**src/rtl/uart_column_scheduler_if.sv**
```systemverilog
// Matrix-in / transmitter-out bundle for uart_column_scheduler.
// slave = scheduler side, master = producer/transmitter side.
interface uart_column_scheduler_if;
  logic         in_valid;
  logic         in_ready;
  logic [127:0] in_btint_a;
  logic [127:0] in_btint_b;
  logic [31:0]  in_overflow;
  logic [127:0] tx_btint_a;
  logic [127:0] tx_btint_b;
  logic [31:0]  tx_overflow;
  logic [31:0]  tx_column;
  logic         tx_reset_active_low;
  logic         busy;
  logic         done;

  modport slave (
    input  in_valid,
    input  in_btint_a,
    input  in_btint_b,
    input  in_overflow,
    output in_ready,
    output tx_btint_a,
    output tx_btint_b,
    output tx_overflow,
    output tx_column,
    output tx_reset_active_low,
    output busy,
    output done
  );

  modport master (
    output in_valid,
    output in_btint_a,
    output in_btint_b,
    output in_overflow,
    input  in_ready,
    input  tx_btint_a,
    input  tx_btint_b,
    input  tx_overflow,
    input  tx_column,
    input  tx_reset_active_low,
    input  busy,
    input  done
  );
endinterface

```
**src/rtl/uart_column_scheduler.sv**
```systemverilog
// Snapshots one 4x4 BTINT matrix and steps the UART transmitter through
// columns 0..3 (REPEAT_COUNT times); ports: clock, async low reset, bus.
module uart_column_scheduler #(
  parameter int BIT_CYCLES    = 10000000,
  parameter int FRAME_BITS    = 56,
  parameter int REPEAT_COUNT  = 1,
  parameter int COUNTER_WIDTH = 32
) (
  input  logic uart_column_scheduler_clock,
  input  logic uart_column_scheduler_reset_active_low,
  uart_column_scheduler_if.slave bus
);

  localparam logic [COUNTER_WIDTH-1:0] FRAME_LAST =
    COUNTER_WIDTH'(BIT_CYCLES * FRAME_BITS - 1);
  localparam logic [COUNTER_WIDTH-1:0] RPT_LAST =
    COUNTER_WIDTH'(REPEAT_COUNT - 1);

  typedef enum logic [1:0] {
    S_IDLE,
    S_LOAD,
    S_SEND,
    S_FINISH
  } state_t;

  logic clk;
  logic rst_n;
  assign clk   = uart_column_scheduler_clock;
  assign rst_n = uart_column_scheduler_reset_active_low;

  state_t                   state_q, state_d;
  logic [127:0]             a_q, a_d;
  logic [127:0]             b_q, b_d;
  logic [31:0]              ov_q, ov_d;
  logic [1:0]               col_q, col_d;
  logic [COUNTER_WIDTH-1:0] rpt_q, rpt_d;
  logic [COUNTER_WIDTH-1:0] cyc_q, cyc_d;
  logic                     txrst_q, txrst_d;
  logic                     busy_q, busy_d;
  logic                     done_q, done_d;

  logic frame_end;
  logic last_col;
  logic more_rpt;

  assign frame_end = (cyc_q == FRAME_LAST);
  assign last_col  = (col_q == 2'd3);
  assign more_rpt  = (rpt_q < RPT_LAST);

  always_comb begin
    state_d = state_q;
    a_d     = a_q;
    b_d     = b_q;
    ov_d    = ov_q;
    col_d   = col_q;
    rpt_d   = rpt_q;
    cyc_d   = cyc_q;
    txrst_d = txrst_q;
    busy_d  = busy_q;
    done_d  = 1'b0;
    unique case (state_q)
      S_IDLE: begin
        txrst_d = 1'b0;
        if (bus.in_valid) begin
          a_d     = bus.in_btint_a;
          b_d     = bus.in_btint_b;
          ov_d    = bus.in_overflow;
          col_d   = 2'd0;
          rpt_d   = '0;
          busy_d  = 1'b1;
          state_d = S_LOAD;
        end
      end
      // Transmitter is still held in reset across this edge,
      // so its first frame starts from a known bit position.
      S_LOAD: begin
        cyc_d   = '0;
        txrst_d = 1'b1;
        state_d = S_SEND;
      end
      S_SEND: begin
        if (frame_end) begin
          cyc_d = '0;
          unique case (1'b1)
            !last_col: begin
              col_d = col_q + 2'd1;
            end
            // Wrap to column 0 without dropping the
            // transmitter reset, so the line never glitches.
            last_col && more_rpt: begin
              col_d = 2'd0;
              rpt_d = rpt_q + 1'b1;
            end
            default: begin
              txrst_d = 1'b0;
              busy_d  = 1'b0;
              done_d  = 1'b1;
              state_d = S_FINISH;
            end
          endcase
        end else begin
          cyc_d = cyc_q + 1'b1;
        end
      end
      S_FINISH: begin
        state_d = S_IDLE;
      end
      default: begin
        state_d = S_IDLE;
      end
    endcase
  end

  always_ff @(posedge clk or negedge rst_n) begin
    if (!rst_n) begin
      state_q <= S_IDLE;
      a_q     <= '0;
      b_q     <= '0;
      ov_q    <= '0;
      col_q   <= '0;
      rpt_q   <= '0;
      cyc_q   <= '0;
      txrst_q <= 1'b0;
      busy_q  <= 1'b0;
      done_q  <= 1'b0;
    end else begin
      state_q <= state_d;
      a_q     <= a_d;
      b_q     <= b_d;
      ov_q    <= ov_d;
      col_q   <= col_d;
      rpt_q   <= rpt_d;
      cyc_q   <= cyc_d;
      txrst_q <= txrst_d;
      busy_q  <= busy_d;
      done_q  <= done_d;
    end
  end

  assign bus.in_ready            = (state_q == S_IDLE);
  assign bus.tx_btint_a          = a_q;
  assign bus.tx_btint_b          = b_q;
  assign bus.tx_overflow         = ov_q;
  assign bus.tx_column           = {30'd0, col_q};
  assign bus.tx_reset_active_low = txrst_q;
  assign bus.busy                = busy_q;
  assign bus.done                = done_q;

endmodule

```
**src/flat_wrapper.sv**
```systemverilog
// flat-port wrapper written by rule: the top's interface ports become plain ports
module uart_column_scheduler_flat 
#(
  parameter int BIT_CYCLES    = 10000000,
  parameter int FRAME_BITS    = 56,
  parameter int REPEAT_COUNT  = 1,
  parameter int COUNTER_WIDTH = 32
)
  (uart_column_scheduler_clock, uart_column_scheduler_reset_active_low, bus_in_valid, bus_in_btint_a, bus_in_btint_b, bus_in_overflow, bus_in_ready, bus_tx_btint_a, bus_tx_btint_b, bus_tx_overflow, bus_tx_column, bus_tx_reset_active_low, bus_busy, bus_done);
  uart_column_scheduler_if bus_i ();
  input  logic uart_column_scheduler_clock;
  input  logic uart_column_scheduler_reset_active_low;
  input wire logic [$bits(bus_i.in_valid)-1:0] bus_in_valid;
  input wire logic [$bits(bus_i.in_btint_a)-1:0] bus_in_btint_a;
  input wire logic [$bits(bus_i.in_btint_b)-1:0] bus_in_btint_b;
  input wire logic [$bits(bus_i.in_overflow)-1:0] bus_in_overflow;
  output wire logic [$bits(bus_i.in_ready)-1:0] bus_in_ready;
  output wire logic [$bits(bus_i.tx_btint_a)-1:0] bus_tx_btint_a;
  output wire logic [$bits(bus_i.tx_btint_b)-1:0] bus_tx_btint_b;
  output wire logic [$bits(bus_i.tx_overflow)-1:0] bus_tx_overflow;
  output wire logic [$bits(bus_i.tx_column)-1:0] bus_tx_column;
  output wire logic [$bits(bus_i.tx_reset_active_low)-1:0] bus_tx_reset_active_low;
  output wire logic [$bits(bus_i.busy)-1:0] bus_busy;
  output wire logic [$bits(bus_i.done)-1:0] bus_done;
  assign bus_i.in_valid = bus_in_valid;
  assign bus_i.in_btint_a = bus_in_btint_a;
  assign bus_i.in_btint_b = bus_in_btint_b;
  assign bus_i.in_overflow = bus_in_overflow;
  assign bus_in_ready = bus_i.in_ready;
  assign bus_tx_btint_a = bus_i.tx_btint_a;
  assign bus_tx_btint_b = bus_i.tx_btint_b;
  assign bus_tx_overflow = bus_i.tx_overflow;
  assign bus_tx_column = bus_i.tx_column;
  assign bus_tx_reset_active_low = bus_i.tx_reset_active_low;
  assign bus_busy = bus_i.busy;
  assign bus_done = bus_i.done;
  uart_column_scheduler #(.BIT_CYCLES(BIT_CYCLES), .FRAME_BITS(FRAME_BITS), .REPEAT_COUNT(REPEAT_COUNT), .COUNTER_WIDTH(COUNTER_WIDTH)) u_core (.uart_column_scheduler_clock(uart_column_scheduler_clock), .uart_column_scheduler_reset_active_low(uart_column_scheduler_reset_active_low), .bus(bus_i));
endmodule
```
**config.mk**
```make
export PLATFORM = sky130hd
export DESIGN_NAME = uart_column_scheduler_flat
export DESIGN_NICKNAME = d
export VERILOG_FILES = /design/src/rtl/uart_column_scheduler_if.sv /design/src/rtl/uart_column_scheduler.sv /design/src/flat_wrapper.sv
export SDC_FILE = /design/constraint.sdc
export NUM_CORES = 1
export LEC_CHECK = 0
export CORE_AREA = 2 2 242 244
export DETAILED_ROUTE_END_ITERATION = 10
export DIE_AREA = 0 0 244 246
export PLACE_DENSITY = 0.5
export SLEW_MARGIN = 10
export SYNTH_ARGS = -nofsm -noshare
export SYNTH_HDL_FRONTEND = slang
export SYNTH_SLANG_ARGS = --single-unit
```
**constraint.sdc**
```tcl
create_clock -name uart_column_scheduler_clock -period 3 [get_ports uart_column_scheduler_clock]
set_clock_uncertainty 0.05 [all_clocks]
set_input_delay 0.6 -clock uart_column_scheduler_clock [delete_from_list [all_inputs] [get_ports uart_column_scheduler_clock]]
set_output_delay 0.6 -clock uart_column_scheduler_clock [all_outputs]
set_load 0.03 [all_outputs]
```
==> reports/metrics.csv <==
stage;metric;value;unit
clock_network;clk_path_buf_depth;3;
clock_network;cts.sinks;327;
logic_synthesis;yosysTopAreaCellShare;61.8;%
setup_path;critPathBufInv;2;
timing;min_period_over_period;94.0;%
layout;fillers;5525;
die;pin_count;615;
logic_synthesis;yosys_register_bits;327;
die;start_util;23.1;%
global_route;grt_pass1_wl;65.9;mm
setup_path;crit_slowest_cell;clkdlybuf4s50_1;
logic_synthesis;synth_area_leaders;dfrtp_1 62%, mux2_2 25%, buf_4 1.7%;
logic_synthesis;async_flop_share;100;%
detailed_routing;viasPerCell;4.19;
setup_path;cp-end-kind;output port;
timing;max_clock_freq;355;MHz
setup_path;crit_arrival;2170;ps
logic_synthesis;netlist_instances;896;
detailed_routing;drc;0;
logic_synthesis;ys_types;51;
timing;hold_violations;0;
timing;maxSlewViolCount;0;
timing;whs;450;ps
detailed_routing;drt_iter0_markers;351;
setup_path;required;2350;ps
placement;place_congestion;0.772;
die;num_rows;88;
setup_path;start_kind;register;
layout;layout-drive-gt1-share;25.5;%
logic_synthesis;seq_area_frac_synth;61.8;%
clock_network;cts_buffers;41;
detailed_routing;num_vias;9640;
global_route;grt_pass1_vias;10300;
setup_path;r2r_slack;440;ps
layout;final_nets;1803;
die;die_h;246;um
clock_network;clk_pin_slew;50;ps
layout;final_util;37.3;%
job;max_cap_viol_count;0;
setup_path;max_stage_delay;740;ps
logic_synthesis;syn_avg_cell_area;14.8;um^2
hold_path;hp-class;register to register;
placement;dpl.cell_count;2226;
logic_synthesis;syn_area;13200;um^2
detailed_routing;first_pass_iters;4;
timing;finalSetupTns;0;ps
layout;syn_to_final_growth;61.7;%
die;fp.dieArea;60000;um^2
setup_path;critPathTopFamily;buffers and inverters;
global_route;grt.overflow.total;0;
setup_path;path_class;register to output port;
clock_network;post_cts_buffers;0;
power_and_ir_drop;power.density;1170;nW/um^2
outcome;status;completed;
clock_network;h-tree-depth;2;
power_and_ir_drop;power_leakage;8.84;nW
setup_path;worstPathCellList;inv_1 > ha_1 > clkdlybuf4s50_1;
timing;slew_headroom;65.6;%
timing;period_minus_slack;2820;ps
timing;rsz0062_at_grt;no;
global_route;grt.total_usage;14.4;%
placement;portBuffers;584;
placement;dp.final_hpwl;33.6;mm
global_route;grt_max_degree;79;
timing;report.final.setup_viol;0;
clock_network;clkLatencyLatePin;550;ps
detailed_routing;drtAntennaViolNets;0;
logic_synthesis;synth-edff-count;0;
die;die_w;244;um
logic_synthesis;yosysWarnings;0;
setup_path;crit_fanout;5;
detailed_routing;drt-wirelength-per-cell;19.3;um
timing;worst_pin_slew;516;ps
logic_synthesis;synth.largest_area_cell;dfrtp_1;
global_route;antenna_found_initial;3;
clock_network;root_buffer;clkbuf_16;
power_and_ir_drop;vdd_ir_drop_max;0.575;mV
timing;worst_slack;181;ps
detailed_routing;wirelength;44.4;mm
die;core_area;57400;um^2
logic_synthesis;yosys_most_used_dff;dfrtp_1;
layout;fin_cells;2300;
clock_network;cts_tree;done;
placement;post-place-ws;450;ps
## synth_stat cells (all sizes together), types with 4 or more instances
master,number
clkbuf,39
nand3,12
and3,4
or4,13
o31ai,9
nor4,8
inv,5
or3,5
mux2,289
o21ai,7
nor2,6
a22oi,15
xnor2,9
and4,7
buf,37
ha,7
nand4,17
nor3,5
xor2,4
a21oi,18
nand2,21
dfrtp,327
or4b,4
## worst reg2reg max path: stages, from the launching register on
cell,delay [ps]
dfrtp_1,400
inv_1,110
ha_1,460
and3_1,310
nand3_1,270
buf_4,260
or4_1,460
a22oi_1,160
## per-layer routing
| metal | global-route usage, % | part of all wire [%] | vias up |
|---|---|---|---|
| li1 | - | - | 4401 |
| met3 | 5.41 | 8.9 | 73 |
| met5 | 0 | 0.079 | - |
| met2 | 24.8 | 51 | 379 |
| met1 | 16.3 | 37 | 4781 |
| met4 | 4.64 | 2.5 | 6 |
## repair_timing
item                                   4_1_cts  5_1_grt
gates resized for setup                      0        0
endpoints found under the hold margin       47        0
hold buffers                                 1        0
## sequential cells by signal, indices dropped and copies added (netlist names)
register / count
u_core.bus.tx_btint_b: 128
u_core.bus.busy: 1
u_core.bus.tx_reset_active_low: 1
u_core.bus.tx_btint_a: 128
u_core.col_q: 2
u_core.state_q: 2
u_core.cyc_q: 32
u_core.bus.tx_overflow: 32
u_core.bus.done: 1
## kinds of logic (layout without fill, tap and decap cells)
family,count (synthesis),in the layout,synth area share [%]
DFF,327,327,61.8
muxes,289,289,24.6
and+or+nand+nor,113,113,5.47
buffers and inverters,81,690,3.21
AOI/OAI and AO/OA,65,65,3.34
xor gates and xnor gates,13,13,0.861
adders and majority gates,7,7,0.662
other,1,31,0.0283
## cell type report
| type | count | area [um^2] | share of cell area [%] |
|---|---|---|---|
| Antenna cell | 1 | 2.50 | 0.0117 |
| Clock buffer | 59 | 1180 | 5.53 |
| Clock inverter | 13 | 96.3 | 0.450 |
| Inverter | 5 | 18.8 | 0.0877 |
| Multi-Input combinational cell | 517 | 4740 | 22.2 |
| Sequential cell | 327 | 8180 | 38.3 |
| Tap cell | 765 | 957 | 4.47 |
| Timing Repair Buffer | 613 | 6210 | 29.0 |
## layout by cell type, fill, tap and decap left out, types with 11 or more instances in the layout
cell	netlist	layout
a22oi_1	14	14
buf_4	30	17
dfrtp_1	327	327
buf_12	0	11
a21oi_1	18	18
conb_1	1	30
clkdlybuf4s50_1	0	583
or4_1	12	12
nand3_1	12	12
clkbuf_16	0	41
mux2_2	289	289
nand4_1	16	16
nand2_1	21	20
## power breakdown
part           internal (W)  switching [W]  leakage (nW)
combinational       0.00578        0.00698          4.27
clock               0.00275        0.00194         0.630
sequential          0.00646        0.00108          3.95
## path summary, 6_finish.rpt
path / from / to / cells after the start
setup / recovery: u_core.state_q[0]$_DFFE_PN0P_ / bus_in_ready / 3
hold / removal: u_core.bus.tx_btint_b[13]$_DFFE_PN0P_ / u_core.bus.tx_btint_b[13]$_DFFE_PN0P_ / 1
setup reg to reg: u_core.state_q[1]$_DFFE_PN0P_ / u_core.cyc_q[23]$_DFFE_PN0P_ / 7
hold reg to reg: u_core.bus.tx_btint_b[13]$_DFFE_PN0P_ / u_core.bus.tx_btint_b[13]$_DFFE_PN0P_ / 1
max in group asynchronous: uart_column_scheduler_reset_active_low / u_core.cyc_q[14]$_DFFE_PN0P_ / 3
min in group asynchronous: uart_column_scheduler_reset_active_low / u_core.bus.tx_btint_a[22]$_DFFE_PN0P_ / 2
## metrics by stage
step	power (W)	instance area, um^2
3_3_place_gp	0.0204	20100
4_1_cts	0.0254	21400
3_5_place_dp	0.0205	20100
5_1_grt	0.0263	21400
2_1_floorplan	0.0145	13300
6_report	0.0250	21400
Note: power is estimated with default switching activity, not from simulation.
